===== src/rtl/stack_ctrl.sv =====
// Call/return sequencer for the 2-level 11-bit hardware return stack.
// Optional sticky overflow/underflow flags are built only when STACK_ERR_EN is defined.
module stack_ctrl #(
  parameter int unsigned STACK_DEPTH = 2,
  parameter int unsigned CNT_W       = 2
) (
  input  logic             clk,
  input  logic             rst_n,
  input  logic             call_req_i,
  input  logic             ret_req_i,
  input  logic             err_clr_i,
  output logic             load_from_pc_o,
  output logic             load_from_stk1_o,
  output logic             load_from_stk2_o,
  output logic             pc_from_stack_o,
  output logic             busy_o,
  output logic             ack_o,
  output logic [CNT_W-1:0] depth_o,
  output logic             ovf_o,
  output logic             unf_o
);

  localparam logic [CNT_W-1:0] DepthMax = CNT_W'(STACK_DEPTH);

  typedef enum logic [1:0] {
    StIdle  = 2'd0,
    StPush  = 2'd1,
    StPopRd = 2'd2,
    StPopSh = 2'd3
  } state_e;

  state_e           state_q, state_d;
  logic [CNT_W-1:0] depth_q, depth_d;
  logic             ovf_set, unf_set;

  always_comb begin
    state_d          = state_q;
    depth_d          = depth_q;
    ovf_set          = 1'b0;
    unf_set          = 1'b0;
    load_from_pc_o   = 1'b0;
    load_from_stk1_o = 1'b0;
    load_from_stk2_o = 1'b0;
    pc_from_stack_o  = 1'b0;
    ack_o            = 1'b0;
    busy_o           = (state_q != StIdle);

    unique case (state_q)
      StIdle: begin
        // Call wins when both requests arrive together.
        if (call_req_i) begin
          state_d = StPush;
        end else if (ret_req_i) begin
          state_d = StPopRd;
        end
      end
      StPush: begin
        load_from_pc_o   = 1'b1;
        load_from_stk1_o = 1'b1;
        ack_o            = 1'b1;
        if (depth_q >= DepthMax) begin
          ovf_set = 1'b1;
        end else begin
          depth_d = depth_q + 1'b1;
        end
        state_d = StIdle;
      end
      StPopRd: begin
        pc_from_stack_o = 1'b1;
        state_d         = StPopSh;
      end
      StPopSh: begin
        load_from_stk2_o = 1'b1;
        ack_o            = 1'b1;
        if (depth_q == '0) begin
          unf_set = 1'b1;
        end else begin
          depth_d = depth_q - 1'b1;
        end
        state_d = StIdle;
      end
      default: state_d = StIdle;
    endcase
  end

  always_ff @(posedge clk or negedge rst_n) begin
    if (!rst_n) begin
      state_q <= StIdle;
      depth_q <= '0;
    end else begin
      state_q <= state_d;
      depth_q <= depth_d;
    end
  end

  assign depth_o = depth_q;

`ifdef STACK_ERR_EN
  logic ovf_q, unf_q;

  // A set event in the same cycle as err_clr takes priority.
  always_ff @(posedge clk or negedge rst_n) begin
    if (!rst_n) begin
      ovf_q <= 1'b0;
      unf_q <= 1'b0;
    end else begin
      if (ovf_set) begin
        ovf_q <= 1'b1;
      end else if (err_clr_i) begin
        ovf_q <= 1'b0;
      end
      if (unf_set) begin
        unf_q <= 1'b1;
      end else if (err_clr_i) begin
        unf_q <= 1'b0;
      end
    end
  end

  assign ovf_o = ovf_q;
  assign unf_o = unf_q;
`else
  logic unused_err;
  assign unused_err = ^{err_clr_i, ovf_set, unf_set};
  assign ovf_o      = 1'b0;
  assign unf_o      = 1'b0;
`endif

endmodule


===== config.mk =====
export PLATFORM = sky130hd
export DESIGN_NAME = stack_ctrl
export DESIGN_NICKNAME = d
export VERILOG_FILES = /design/src/rtl/stack_ctrl.sv
export SDC_FILE = /design/constraint.sdc
export NUM_CORES = 1
export LEC_CHECK = 0
export BUFFER_PORTS_ARGS = -buffer_cell sky130_fd_sc_hd__buf_2
export CAP_MARGIN = 20
export CORE_AREA = 2 2 39 41
export DETAILED_ROUTE_END_ITERATION = 12
export DIE_AREA = 0 0 41 43
export GPL_TIMING_DRIVEN = 1
export HOLD_SLACK_MARGIN = 0.15
export MAX_ROUTING_LAYER = met4
export SYNTH_ARGS = -nofsm -noshare
export SYNTH_HDL_FRONTEND = slang
export SYNTH_SLANG_ARGS = --single-unit

===== constraint.sdc =====
create_clock -name clk -period 1.19 [get_ports clk]
set_input_delay 0.1785 -clock clk [delete_from_list [all_inputs] [get_ports clk]]
set_output_delay 0.1785 -clock clk [all_outputs]
set_load 0.01 [all_outputs]

==> out/metrics.yaml, run 1 <==
rsz0062_at_grt: "yes"
drive_above_1_share_pct: 52.3
max_clock_freq_ghz: 0.812
period_minus_slack_ns: 1.23
finalPower_uw: 792
nNetsFinal: 51
clock_skew_ns: 0.000596
place_congestion: 0.647
hold_class: "in2reg"
critical_path_class: "reg2out"
p_leak_nw: 0.188
grt_pass1_vias: 218
cp-start-kind: "flop"
placed_area_um2: 320
hold_end: "state_q[0]"
fp.dieArea_mm2: 0.00176
syn_area_um2: 243
ys_seq_elements: 4
core_area_mm2: 0.00138
r2r_cells: 2
vias_per_cell: 3.90
fin_crit_sh_pct: 104
postSynthAreaPerCell_um2: 8.99
fillCellCount: 158
post-route-cell-area_um2: 392
grt_pass1_wl_um: 814
grt_usage_pct: 7.14
numCtsBuffers: 3
ir_drop_mv: 0.561
antenna_found_initial: 0
drt_iter0_markers: 0
min_path_cells: 3
p_per_area_mw_per_mm2: 2020
cts_sinks: 4
dr.pass1.iters: 1
clkSlewWorstSetupHoldPaths_ns: 0.04
final_cell_mix: "buf_2, buf_4, buf_6"
clk_latency_ns: 0.23
worstHoldStart: "call_req_i"
failed_checks: "setup timing"
ant_nets: 0
rrSetupSlack_ns: 0.13
wl_per_cell_um: 8.25
ctsRootBufferMaster: "clkbuf_4"
crit_fanout: 6
io_pins: 15
row_count: 14
die_x_um: 41
setup_viol: 3
r2r_start: "state_q[1]"
layout_setup_ws_ns: -0.0419
drc: 0
yosysWarnings: 0
grt_overflow: 0
tritoncts: "done"
vias: 234
r2r-end: "depth_o[0]"
ys_types: 17
n_antenna_cell: 0
dp_hpwl_um: 379
h-tree-depth: 1
final_common_cell: "buf_2"
wirelength_um: 495
portBuffers: 11
syn_inst: 27
status: "finished with violations"
cp.required_ns: 1.01
slew_violations: 0
fp.dieH_um: 43
cap_violations: 0
syn2layout_area_growth_pct: 61.3
seq_area_frac_synth_pct: 41.2
crit_path_end_kind: "output pin"
report.final.hold_viol_count: 0
initial_core_util_pct: 17.5
cts_max_path_buffers: 2
cp.arrival_ns: 1.05
grt_max_degree: 10
-- power breakdown --
group / total (mW) / internal (mW) / switching, mW
combinational: 0.415 / 0.237 / 0.178
clock: 0.164 / 0.113 / 0.0512
sequential: 0.213 / 0.179 / 0.0344
total: 0.792 / 0.529 / 0.263
-- layer usage --
metal	GRT usage (%)	vias up	routed length, um
met2	10.9	8	271
met3	1.57	0	30
met1	7.19	109	193
met4	6.00	0	0
li1	-	117	-
met5	-	-	0
-- cell type report --
type	count	area [um^2]	area share (%)
timing repair buffer	18	133	33.9
clock buffer	3	22.5	5.75
inverter	1	3.75	0.958
multi-input combinational	18	111	28.4
tap	16	20.0	5.11
sequential	4	101	25.9
-- sequential cells by signal (all words and copies together) (netlist names) --
name	count
state_q	2
depth_o	2
-- worst max-delay path by stage --
stage	startpoint	to	slack (ns)	cells after the start
3_5_place_dp	state_q[0]	depth_o[0]	0.09	2
5_1_grt	state_q[1]	load_from_stk1_o	-0.10	3
6_report	state_q[1]	load_from_stk1_o	-0.04	3
2_1_floorplan	depth_o[0]	depth_o[0]	0.1	2
3_3_place_gp	state_q[0]	depth_o[0]	0.11	2
4_1_cts	state_q[1]	busy_o	-0.06	3
-- cell usage after synthesis --
master	n	area, um^2
o2bb2ai_1	1	8.76
nor2_1	3	11.3
nand4b_1	1	8.76
nand3b_1	1	7.51
buf_4	3	22.5
nand2b_1	3	18.8
a21oi_1	2	10.0
or4b_1	1	10.0
buf_2	1	5.00
inv_1	1	3.75
dfrtp_1	4	100
clkbuf_1	1	3.75
and2b_2	1	8.76
or2_1	1	6.26
nand4_1	1	6.26
and2_2	1	7.51
conb_1	1	3.75
-- logic make-up (layout without fill, tap and decap cells) --
| logic type | count (synthesis) | count (layout) | synth area share (%) |
|---|---|---|---|
| other | 1 | 2 | 1.54 |
| buffers and inverters | 6 | 22 | 14.4 |
| flip-flops | 4 | 4 | 41.2 |
| AND/OR/NAND/NOR | 13 | 13 | 35.1 |
| AO/OA/AOI/OAI | 3 | 3 | 7.73 |
-- per-stage QoR --
| step | setup WS, ns | instances | TNS (ns) | utilization, % | hold slack [ns] |
|---|---|---|---|---|---|
| after floorplan | 0.0955 | 28 | 0 | - | -0.117 |
| after global routing | -0.101 | 60 | -0.375 | 28.3 | 0.230 |
| after global placement | 0.108 | 54 | 0 | 23.1 | -0.0156 |
| after detailed placement | 0.0938 | 54 | 0 | 23.1 | -0.0129 |
| after CTS | -0.0557 | 59 | -0.160 | 26.9 | 0.201 |
| final | -0.0419 | 60 | -0.126 | 28.3 | 0.204 |
-- critical path, cell delays in order, from the launching register on --
cell and delay (ns):
dfrtp_1 0.37, buf_6 0.13, and2b_2 0.22, buf_6 0.10
-- repair_timing --
item | 4_1_cts | 5_1_grt
pin swaps | 1 | 0
endpoints found under the setup margin | 4 | 5
hold buffers | 1 | 0
endpoints found under the hold margin | 4 | 0
buffers inserted | 1 | 1
resized for setup | 3 | 2
(Power assumes the default switching activity.)
==> inputs of run 2 (changes only) <==
==> constraint.sdc (replaced) <==
create_clock -name clk -period 1.19 [get_ports clk]
set_input_delay 0.1785 -clock clk [delete_from_list [all_inputs] [get_ports clk]]
set_output_delay 0.1785 -clock clk [all_outputs]
set_load 0.05 [all_outputs]
==> run 2 against run 1 <==
  * The flow still finishes with violations (setup timing)
  * Routed wire length fell by 4.8%
  * Power rose by 37%
  * Utilization is 0.090 points higher
  * First-iteration DRC count rose by 2
  * Via count is 6.4% lower
==> out/metrics.yaml, run 2 (synthesis results as in run 1) <==
status: "finished with violations"  # unchanged
failed_checks: "setup timing"  # unchanged
p_per_area_mw_per_mm2: 2770  # was 2020 mW/mm^2
dp_slack_ns: 0.0427  # was 0.0938 ns
row_count: 14  # unchanged
io_pins: 15  # unchanged
max_clock_freq_ghz: 0.800  # was 0.812 GHz
wl_per_cell_um: 7.98  # was 8.25 um
hold_class: "in2reg"  # unchanged
crit_path_end_kind: "output pin"  # unchanged
final_cell_mix: "buf_2, buf_6, dfrtp_2"  # was buf_2, buf_4, buf_6
finalSetupTns_ns: -0.191  # was -0.126 ns
placed_cells: 52  # was 54
vias: 219  # was 234
drc: 0  # unchanged
clock_skew_ns: 0.00522  # was 0.000596 ns
cts_sinks: 4  # unchanged
ir_drop_mv: 0.747  # was 0.561 mV
tritoncts: "done"  # unchanged
vias_per_cell: 3.71  # was 3.90
crit_fanout: 6  # unchanged
cp-start-kind: "flop"  # unchanged
antenna_found_initial: 0  # unchanged
grt_pass1_vias: 207  # was 218
clkSlewWorstSetupHoldPaths_ns: 0.04  # about the same
critical_path_class: "reg2out"  # unchanged
grt_pass1_wl_um: 738  # was 814 um
ant_nets: 0  # unchanged
dp_hpwl_um: 364  # was 379 um
fin_crit_sh_pct: 105  # was 104%
p_leak_nw: 0.176  # was 0.188 nW
ctsRootBufferMaster: "clkbuf_4"  # unchanged
dr.pass1.iters: 2  # was 1
syn2layout_area_growth_pct: 61.9  # was 61.3%
grt_overflow: 0  # unchanged
slew_violations: 0  # unchanged
final_cells: 59  # was 60
final_common_cell: "buf_2"  # unchanged
report.final.hold_viol_count: 0  # unchanged
nNetsFinal: 49  # was 51
core_area_mm2: 0.00138  # unchanged
cts_max_path_buffers: 2  # unchanged
fp.dieArea_mm2: 0.00176  # unchanged
place_congestion: 0.645  # was 0.647
drt_iter0_markers: 2  # was 0
fp.dieH_um: 43  # unchanged
n_antenna_cell: 0  # unchanged
rsz0062_at_grt: "yes"  # unchanged
clk_latency_ns: 0.23  # about the same
wirelength_um: 471  # was 495 um
fillCellCount: 147  # was 158
setup_viol: 4  # was 3
cp.required_ns: 1.01  # about the same
drive_above_1_share_pct: 55.8  # was 52.3%
fin_util_pct: 28.4  # was 28.3%
die_x_um: 41  # unchanged
numCtsBuffers: 3  # unchanged
grt_max_degree: 7  # was 10
initial_core_util_pct: 17.5  # unchanged
h-tree-depth: 1  # unchanged
cp.arrival_ns: 1.07  # was 1.05 ns
cap_violations: 0  # unchanged
period_minus_slack_ns: 1.25  # was 1.23 ns
grt_usage_pct: 6.82  # was 7.14%
layout_setup_ws_ns: -0.0604  # was -0.0419 ns
portBuffers: 11  # unchanged
finalPower_mw: 1.09  # was 792 uW
==> run 2: layout make-up <==
class                   instances  area, um^2  area share [%]
repair buffers                 16         123            31.2
well taps                      16        20.0            5.10
multi-input cells              18         115            29.3
inverters                       1        3.75           0.955
clock buffers                   4        26.3            6.69
flip-flops and latches          4         105            26.8
==> run 2: routing by layer <==
metal  wire length (um)  vias up  track usage [%]
met5                  0        -                -
met4                  0        0             8.00
met3                 22        0             1.57
met2                254        6             9.38
met1                194       97             6.84
li1                   -      116                -
==> run 2: critical path, cell delays in order, from the launching register on <==
cell and delay (ns):
dfrtp_2 0.42, and2b_4 0.27, buf_6 0.15
==> run 2: where the power goes <==
group          total [mW]  internal [mW]  switching (mW)  leakage (nW)
clock               0.181          0.126          0.0549        0.0150
sequential          0.226          0.184          0.0418        0.0409
combinational       0.681          0.245           0.436         0.120
total                1.09          0.555           0.533         0.176
==> run 2: final timing paths <==
path                            start              to  slack (ns)  cells after the start
min in group asynchronous       rst_n      depth_o[0]        0.28                      2
hold reg to reg            depth_o[1]      depth_o[1]        0.56                      1
setup / recovery           state_q[1]  load_from_pc_o       -0.06                      2
max in group asynchronous       rst_n      state_q[0]        0.78                      2
setup reg to reg           state_q[1]      depth_o[0]       -0.03                      3
hold / removal             call_req_i      state_q[0]        0.19                      3
==> run 2: metrics by stage <==
stage               area, um^2  hold slack [ns]
global route               393            0.205
floorplan                  253           -0.117
CTS                        389            0.181
finish                     393            0.190
detailed placement         312          -0.0144
global placement           312          -0.0152
==> run 2: timing repair <==
action / CTS / global route
gates resized for setup: 11 / 1
hold buffers: 1 / 0
pin swaps: 1 / 2
buffers inserted: 2 / 0
setup endpoints to repair: 6 / 6
endpoints found under the hold margin: 4 / 0
gates cloned: 0 / 0
